[src/rtl/ddr3_device_responder_if.sv]
// DDR3 pin bundle between a memory controller (master) and the device-side responder (slave).
interface ddr3_device_responder_if #(
    parameter int ADDRESS_BITWIDTH      = 15,
    parameter int BANK_ADDRESS_BITWIDTH = 3,
    parameter int DQ_BITWIDTH           = 16
);
    logic                             reset_n;
    logic                             ck_en;
    logic                             cs_n;
    logic                             ras_n;
    logic                             cas_n;
    logic                             we_n;
    logic [ADDRESS_BITWIDTH-1:0]      address;
    logic [BANK_ADDRESS_BITWIDTH-1:0] bank_address;
    logic [DQ_BITWIDTH-1:0]           dq_in;
    logic                             ldm;
    logic                             udm;
    logic [DQ_BITWIDTH-1:0]           dq_out;
    logic                             dq_oe;
    logic                             dqs_out;
    logic                             dqs_oe;

    modport master (
        output reset_n, ck_en, cs_n, ras_n, cas_n, we_n, address, bank_address, dq_in, ldm, udm,
        input  dq_out, dq_oe, dqs_out, dqs_oe
    );
    modport slave (
        input  reset_n, ck_en, cs_n, ras_n, cas_n, we_n, address, bank_address, dq_in, ldm, udm,
        output dq_out, dq_oe, dqs_out, dqs_oe
    );
endinterface

[src/rtl/ddr3_device_responder.sv]
// DDR3 device-side responder: decodes commands, tracks open banks, stores write bursts, returns read bursts.
// Optional DDR3_RESPONDER_AUTO_PRECHARGE_EN: RD/WR with A10=1 close their bank after the last beat.
module ddr3_device_responder #(
    parameter int ADDRESS_BITWIDTH      = 15,
    parameter int BANK_ADDRESS_BITWIDTH = 3,
    parameter int DQ_BITWIDTH           = 16,
    parameter int COL_BITS              = 5,
    parameter int READ_LATENCY          = 5,
    parameter int WRITE_LATENCY         = 4
) (
    input  logic                          clk,
    input  logic                          resetn,
    ddr3_device_responder_if.slave        ddr,
    output logic                          ready,
    output logic                          cmd_error,
    output logic [7:0]                    err_count
);
    localparam int NBANK = 1 << BANK_ADDRESS_BITWIDTH;
    localparam int WIDX  = BANK_ADDRESS_BITWIDTH + COL_BITS;
    // Edge offsets counted from the accepting edge (cnt = 1 on the first edge after it)
    localparam logic [5:0] RD_PRE   = 6'(READ_LATENCY - 2);
    localparam logic [5:0] RD_FIRST = 6'(READ_LATENCY - 1);
    localparam logic [5:0] RD_LAST  = 6'(READ_LATENCY + 6);
    localparam logic [5:0] WR_FIRST = 6'(WRITE_LATENCY);
    localparam logic [5:0] WR_LAST  = 6'(WRITE_LATENCY + 7);

    typedef enum logic {S_POWERUP, S_READY} state_t;
    state_t state, state_nxt;

    logic [NBANK-1:0]                 bank_open, bank_nxt;
    logic [DQ_BITWIDTH-1:0]           mem [1<<WIDX];
    logic [3:0][ADDRESS_BITWIDTH-1:0] mr;
    logic                             pend, pend_rd;
    logic [5:0]                       cnt, pend_last, beat_off;
    logic [BANK_ADDRESS_BITWIDTH-1:0] pend_ba;
    logic [COL_BITS-1:0]              pend_col;
    logic [2:0]                       cmd, beat, beat_col;
    logic [WIDX-1:0]                  beat_idx;
    logic cmd_valid, err_now, accept, accept_rd, mrs_now;
    logic burst_end, rd_pre_now, rd_beat_now, wr_beat_now;
`ifdef DDR3_RESPONDER_AUTO_PRECHARGE_EN
    logic pend_ap;
`endif

    // Mode registers are retained for completeness; latencies stay fixed
    logic unused_mr;
    assign unused_mr = ^mr;

    assign ready     = (state == S_READY);
    assign cmd       = {ddr.ras_n, ddr.cas_n, ddr.we_n};
    assign cmd_valid = (state == S_READY) && ddr.ck_en && !ddr.cs_n;

    assign pend_last   = pend_rd ? RD_LAST : WR_LAST;
    assign burst_end   = pend && (cnt == pend_last);
    assign rd_pre_now  = pend && pend_rd && (cnt == RD_PRE);
    assign rd_beat_now = pend && pend_rd && (cnt >= RD_FIRST) && (cnt <= RD_LAST);
    assign wr_beat_now = pend && !pend_rd && (cnt >= WR_FIRST) && (cnt <= WR_LAST);
    assign beat_off    = pend_rd ? (cnt - RD_FIRST) : (cnt - WR_FIRST);
    assign beat        = beat_off[2:0];
    assign beat_col    = pend_col[2:0] + beat;
    assign beat_idx    = {pend_ba, pend_col[COL_BITS-1:3], beat_col};

    always_ff @(posedge clk or negedge resetn) begin
        if (!resetn) state <= S_POWERUP;
        else         state <= state_nxt;
    end

    always_comb begin
        state_nxt = state;
        if (!ddr.reset_n)                             state_nxt = S_POWERUP;
        else if (state == S_POWERUP && ddr.ck_en)     state_nxt = S_READY;
    end

    always_comb begin
        bank_nxt  = bank_open;
        err_now   = 1'b0;
        accept    = 1'b0;
        accept_rd = 1'b0;
        mrs_now   = 1'b0;
        if (!ddr.reset_n) begin
            bank_nxt = '0;
        end else begin
`ifdef DDR3_RESPONDER_AUTO_PRECHARGE_EN
            if (burst_end && pend_ap) bank_nxt[pend_ba] = 1'b0;
`endif
            if (cmd_valid) begin
                case (cmd)
                    3'b011: if (bank_open[ddr.bank_address]) err_now = 1'b1;
                            else bank_nxt[ddr.bank_address] = 1'b1;
                    3'b101, 3'b100: begin
                        if (!bank_open[ddr.bank_address] || pend) err_now = 1'b1;
                        else begin
                            accept    = 1'b1;
                            accept_rd = cmd[0];
                        end
                    end
                    3'b010: if (ddr.address[10]) bank_nxt = '0;
                            else bank_nxt[ddr.bank_address] = 1'b0;
                    3'b001: if (|bank_open) err_now = 1'b1;
                    3'b000: mrs_now = 1'b1;
                    default: ;
                endcase
            end
        end
    end

    always_ff @(posedge clk or negedge resetn) begin
        if (!resetn) begin
            bank_open   <= '0;
            mr          <= '0;
            pend        <= 1'b0;
            pend_rd     <= 1'b0;
            cnt         <= '0;
            pend_ba     <= '0;
            pend_col    <= '0;
            cmd_error   <= 1'b0;
            err_count   <= '0;
            ddr.dq_out  <= '0;
            ddr.dq_oe   <= 1'b0;
            ddr.dqs_out <= 1'b0;
            ddr.dqs_oe  <= 1'b0;
`ifdef DDR3_RESPONDER_AUTO_PRECHARGE_EN
            pend_ap     <= 1'b0;
`endif
        end else begin
            bank_open <= bank_nxt;
            cmd_error <= err_now;
            if (err_now && err_count != 8'hFF) err_count <= err_count + 8'd1;
            if (mrs_now) mr[ddr.bank_address[1:0]] <= ddr.address;
            if (!ddr.reset_n) begin
                pend <= 1'b0;
            end else if (accept) begin
                pend     <= 1'b1;
                pend_rd  <= accept_rd;
                cnt      <= 6'd1;
                pend_ba  <= ddr.bank_address;
                pend_col <= ddr.address[COL_BITS-1:0];
`ifdef DDR3_RESPONDER_AUTO_PRECHARGE_EN
                pend_ap  <= ddr.address[10];
`endif
            end else if (burst_end) begin
                pend <= 1'b0;
            end else if (pend) begin
                cnt <= cnt + 6'd1;
            end
            ddr.dq_oe   <= ddr.reset_n && rd_beat_now;
            ddr.dqs_oe  <= ddr.reset_n && (rd_beat_now || rd_pre_now);
            ddr.dqs_out <= ddr.reset_n && rd_beat_now && !beat[0];
            ddr.dq_out  <= (ddr.reset_n && rd_beat_now) ? mem[beat_idx] : '0;
        end
    end

    // Storage has no reset; byte lanes are masked independently
    always_ff @(posedge clk) begin
        if (ddr.reset_n && wr_beat_now) begin
            if (!ddr.ldm) mem[beat_idx][7:0]             <= ddr.dq_in[7:0];
            if (!ddr.udm) mem[beat_idx][DQ_BITWIDTH-1:8] <= ddr.dq_in[DQ_BITWIDTH-1:8];
        end
    end
endmodule
[src/flat_wrapper.sv]
// flat-port wrapper written by rule: the top's interface ports become plain ports
module ddr3_device_responder_flat 
#(
    parameter int ADDRESS_BITWIDTH      = 15,
    parameter int BANK_ADDRESS_BITWIDTH = 3,
    parameter int DQ_BITWIDTH           = 16,
    parameter int COL_BITS              = 5,
    parameter int READ_LATENCY          = 5,
    parameter int WRITE_LATENCY         = 4
)
  (clk, resetn, ready, cmd_error, err_count, ddr_reset_n, ddr_ck_en, ddr_cs_n, ddr_ras_n, ddr_cas_n, ddr_we_n, ddr_address, ddr_bank_address, ddr_dq_in, ddr_ldm, ddr_udm, ddr_dq_out, ddr_dq_oe, ddr_dqs_out, ddr_dqs_oe);
  ddr3_device_responder_if #(.ADDRESS_BITWIDTH(ADDRESS_BITWIDTH), .BANK_ADDRESS_BITWIDTH(BANK_ADDRESS_BITWIDTH), .DQ_BITWIDTH(DQ_BITWIDTH)) ddr_i ();
  input  logic clk;
  input  logic resetn;
  output logic ready;
  output logic cmd_error;
  output logic [7:0] err_count;
  input wire logic [$bits(ddr_i.reset_n)-1:0] ddr_reset_n;
  input wire logic [$bits(ddr_i.ck_en)-1:0] ddr_ck_en;
  input wire logic [$bits(ddr_i.cs_n)-1:0] ddr_cs_n;
  input wire logic [$bits(ddr_i.ras_n)-1:0] ddr_ras_n;
  input wire logic [$bits(ddr_i.cas_n)-1:0] ddr_cas_n;
  input wire logic [$bits(ddr_i.we_n)-1:0] ddr_we_n;
  input wire logic [$bits(ddr_i.address)-1:0] ddr_address;
  input wire logic [$bits(ddr_i.bank_address)-1:0] ddr_bank_address;
  input wire logic [$bits(ddr_i.dq_in)-1:0] ddr_dq_in;
  input wire logic [$bits(ddr_i.ldm)-1:0] ddr_ldm;
  input wire logic [$bits(ddr_i.udm)-1:0] ddr_udm;
  output wire logic [$bits(ddr_i.dq_out)-1:0] ddr_dq_out;
  output wire logic [$bits(ddr_i.dq_oe)-1:0] ddr_dq_oe;
  output wire logic [$bits(ddr_i.dqs_out)-1:0] ddr_dqs_out;
  output wire logic [$bits(ddr_i.dqs_oe)-1:0] ddr_dqs_oe;
  assign ddr_i.reset_n = ddr_reset_n;
  assign ddr_i.ck_en = ddr_ck_en;
  assign ddr_i.cs_n = ddr_cs_n;
  assign ddr_i.ras_n = ddr_ras_n;
  assign ddr_i.cas_n = ddr_cas_n;
  assign ddr_i.we_n = ddr_we_n;
  assign ddr_i.address = ddr_address;
  assign ddr_i.bank_address = ddr_bank_address;
  assign ddr_i.dq_in = ddr_dq_in;
  assign ddr_i.ldm = ddr_ldm;
  assign ddr_i.udm = ddr_udm;
  assign ddr_dq_out = ddr_i.dq_out;
  assign ddr_dq_oe = ddr_i.dq_oe;
  assign ddr_dqs_out = ddr_i.dqs_out;
  assign ddr_dqs_oe = ddr_i.dqs_oe;
  ddr3_device_responder #(.ADDRESS_BITWIDTH(ADDRESS_BITWIDTH), .BANK_ADDRESS_BITWIDTH(BANK_ADDRESS_BITWIDTH), .DQ_BITWIDTH(DQ_BITWIDTH), .COL_BITS(COL_BITS), .READ_LATENCY(READ_LATENCY), .WRITE_LATENCY(WRITE_LATENCY)) u_core (.clk(clk), .resetn(resetn), .ddr(ddr_i), .ready(ready), .cmd_error(cmd_error), .err_count(err_count));
endmodule
[config.mk]
export PLATFORM = sky130hd
export DESIGN_NAME = ddr3_device_responder_flat
export DESIGN_NICKNAME = d
export VERILOG_FILES = /design/src/rtl/ddr3_device_responder_if.sv /design/src/rtl/ddr3_device_responder.sv /design/src/flat_wrapper.sv
export SDC_FILE = /design/constraint.sdc
export NUM_CORES = 2
export LEC_CHECK = 0
export ABC_AREA = 1
export ABC_CLOCK_PERIOD_IN_PS = 7500
export CORE_MARGIN = 5
export CORE_UTILIZATION = 40
export DETAILED_ROUTE_END_ITERATION = 8
export PLACE_DENSITY = 0.67
export SYNTH_ARGS = -nofsm -noshare
export SYNTH_HDL_FRONTEND = slang
export SYNTH_SLANG_ARGS = --single-unit
[constraint.sdc]
create_clock -name clk -period 7.5 [get_ports clk]
set_input_delay 1.125 -clock clk [delete_from_list [all_inputs] [get_ports clk]]
set_output_delay 1.125 -clock clk [all_outputs]
set_load 0.02 [all_outputs]
==> results.txt <==
Crit path buffers/inverters = 4
PwrDens = 281 mW/mm²
CP dominant cell by count = buf_4
Cell Rows = 235
Die area = 0.425 mm²
Final setup viols = 0
Worst path slowest cell = nor3_1
Max Cap Violations = 0
Aggregate global-route resource usage = 0.213
Leakage = 0.0653 µW
R2R Setup Slk = 1.70 ns
Root Buffer = clkbuf_16
Worst path top cell family by delay = simple AND/OR/NAND/NOR gates
Total power = 52,300 µW
CTS sink count = 4,149
#FFs+latches synth = 4,149
Netlist cell types = 44
CP max FO = 38
Total wire length = 471 mm
Setup WS pre-CTS = 1.74 ns
IO Port Bufs = 63
RD Place Congestion = 0.840
CTS Buf Count = 411
Top cells by area, synth = edfxtp_1 (75%), nor2_1 (6.0%), nand2_1 (4.9%)
Critical path arrival = 6.35 ns
Synth warn = 0
Drc violations = 0
CP peak stage delay = 0.97 ns
Met1 Track Usage GR = 0.296
Req. time, crit path = 8.05 ns
Vias = 106,083
Peak VDD IR = 263 µV
Unrepaired setup endpoints after global routing = false
Vias in the first global route = 99,553
Pins over their slew limit = 0
Synth Area per Inst = 12.3 µm²
Detailed Routing Iterations Pass 1 = 6
Antenna-violating nets left = 0
IO Pins = 73
Worst skew pair latency = 0.98 ns
Placed cell area = 0.173 mm²
Fmax = 0.173 GHz
Net count reported at finish = 13,607
Die Span Y = 652 µm
Area delta synth->final = 13.1%
Fin Setup TNS = 0 ns
Final hold viol count = 0
Initial DRC count = 14,676
Starting Density = 0.402
Drt wl/cell = 24.3 µm
Largest net degree at the start of global routing = 209
Final worst slack = 1.70 ns
CORE AREA = 0.410 mm²
Clock tree buffer depth = 4
Yosys top cell area share = 0.747
Met3 Track Usage GR = 0.0434
Busiest grt layer = met2
Initial antenna violation count = 20
Sequential share of the synthesized area = 0.755
Post-Route Skew = 0.0713 ns
Rel. slew slack = 0.0408
Synth area leader = edfxtp_1
Synthesized cell area = 0.165 mm²
Fin crit period = 5.80 ns
Crit end category = register
GR Overflow Total = 0
H-Tree Depth = 5
Share of cells above drive strength 1 = 0.0851
Worst hold path type = register to register
Syn Nets = 13,408
Global-route wire length before repair = 679 mm
Period utilisation layout = 0.773
Clock Pin Slew Worst Setup and Hold Paths = 0.06 ns
Half-perimeter wire length after placement = 258 mm
Setup CP Type = register to register
CP startpoint kind = register
CTS tree = done
Outcome = finished, final reports clean
Die extent in x = 652 µm
Worst-Margin Slew = 1.44 ns
GR Util met2 = 0.332
Critical-path cell list = ha_4 > inv_1 > fa_4 > nand3_2 > nand3_4 > clkinv_2 > buf_4 > nand2_4 > buf_4 > nor3_1
Final instance area = 0.186 mm²
Via density = 5.48
Post-Syn Instances = 13,359
[layer usage]
metal / wire (µm) / up-vias
met1: 182000 / 51791
li1: - / 47244
met4: 19300 / 10
met5: 72 / -
met2: 215000 / 6136
met3: 54700 / 902
[worst register-to-register path: stages (launching register included)]
cell	delay (ns)
dfrtp_1	0.45
ha_4	0.16
inv_1	0.04
fa_4	0.43
nand3_2	0.18
nand3_4	0.62
clkinv_2	0.80
buf_4	0.53
nand2_4	0.63
buf_4	0.55
nor3_1	1.01
[placed cells by master (no fill, tap or decap), drive strengths merged, types with 3 or more instances in the layout]
cell type      synthesis  final
buf                  512    511
nor3                 522    522
and2                   7      7
bufinv                 0     32
xnor2                  4      4
ha                     4      4
nand3                 84     84
o211ai                 7      7
nand4                 32     32
clkbuf               264    508
clkdlybuf4s50          0     46
edfxtp              4096   4096
nand2               2152   2152
nor2                2651   2651
mux2                   3      3
clkinvlp               0     13
o22ai               1010   1010
diode                  0      6
clkinv                 4    194
a21oi                 14     14
or2                   21     21
o21ai                896    896
o22a                  26     26
dfrtp                 53     53
inv                  971    982
xor2                   4      4
nand3b                13     13
[through the flow]
| stage | hold slack, ns | utilization | std cells |
|---|---|---|---|
| after detailed placement | 0.535 | 0.422 | 18589 |
| after CTS | 0.533 | 0.454 | 19340 |
| after global routing | 0.558 | 0.455 | 19350 |
| after global placement | 0.526 | 0.422 | 18587 |
| after floorplan | 0.472 | - | 13359 |
| final | 0.549 | 0.455 | 19352 |
[what timing repair did]
action | 4_1_cts | 5_1_grt
resized for setup | 0 | 0
hold buffers | 1 | 0
hold endpoints to repair | 16 | 0
buffers inserted | 0 | 0
[sequential cells by signal, summed over array words and instances, names as in the netlist, 3 cells and up]
name               flops
u_core.cnt             6
u_core.pend_col        5
u_core.pend_ba         3
u_core.err_count       8
u_core.bank_open       8
u_core.mem          4096
u_core.ddr.dq_out     16
[final cells by class]
class	count	area, µm²
Timing Repair Buffer	562	5010
Sequential cell	4149	124000
Tap cell	5451	6820
Multi-Input combinational cell	7459	33400
Clock inverter	246	2260
Fill cell	35914	224000
Antenna cell	6	15.0
Inverter	975	3690
Clock buffer	504	10800
[Yosys cell counts, drive strengths merged]
library cell / number
a211oi: 1
a21oi: 14
a221oi: 1
a22oi: 2
and2: 7
buf: 512
clkbuf: 264
clkinv: 4
dfrtp: 53
edfxtp: 4096
fa: 1
ha: 4
inv: 971
mux2: 3
nand2: 2152
nand3: 84
nand3b: 13
nand4: 32
nor2: 2651
nor3: 522
nor4: 1
o211ai: 7
o21ai: 896
o22a: 26
o22ai: 1010
o31ai: 2
o41ai: 1
or2: 21
xnor2: 4
xor2: 4
[cell families after synthesis]
| group | synth area share |
|---|---|
| flops | 0.755 |
| fa+ha+maj | 0.000425 |
| simple gates | 0.131 |
| buf+inv | 0.0449 |
| mux | 0.000205 |
| xor+xnor | 0.000425 |
| compound gates | 0.0681 |
[worst paths after layout]
check,startpoint,end,depth (start not counted)
max,u_core.cnt[0]$_DFFE_PN0P_,u_core.mem[7][8]$_DFFE_PP_,10
min,u_core.ready$_DFFE_PN0P_,u_core.ready$_DFFE_PN0P_,2
max reg2reg,u_core.cnt[0]$_DFFE_PN0P_,u_core.mem[7][8]$_DFFE_PP_,10
min reg2reg,u_core.ready$_DFFE_PN0P_,u_core.ready$_DFFE_PN0P_,2
max in group asynchronous,resetn,u_core.ddr.dq_out[6]$_DFF_PN0_,3
min in group asynchronous,resetn,u_core.bank_open[3]$_DFFE_PN0P_,2
[power by group]
part	total (µW)	internal (µW)	switching, µW
Clock	20100	11400	8770
Combinational	6650	1610	5030
Sequential	25500	25500	12.7
No activity file was read; power rests on OpenSTA's default activity.
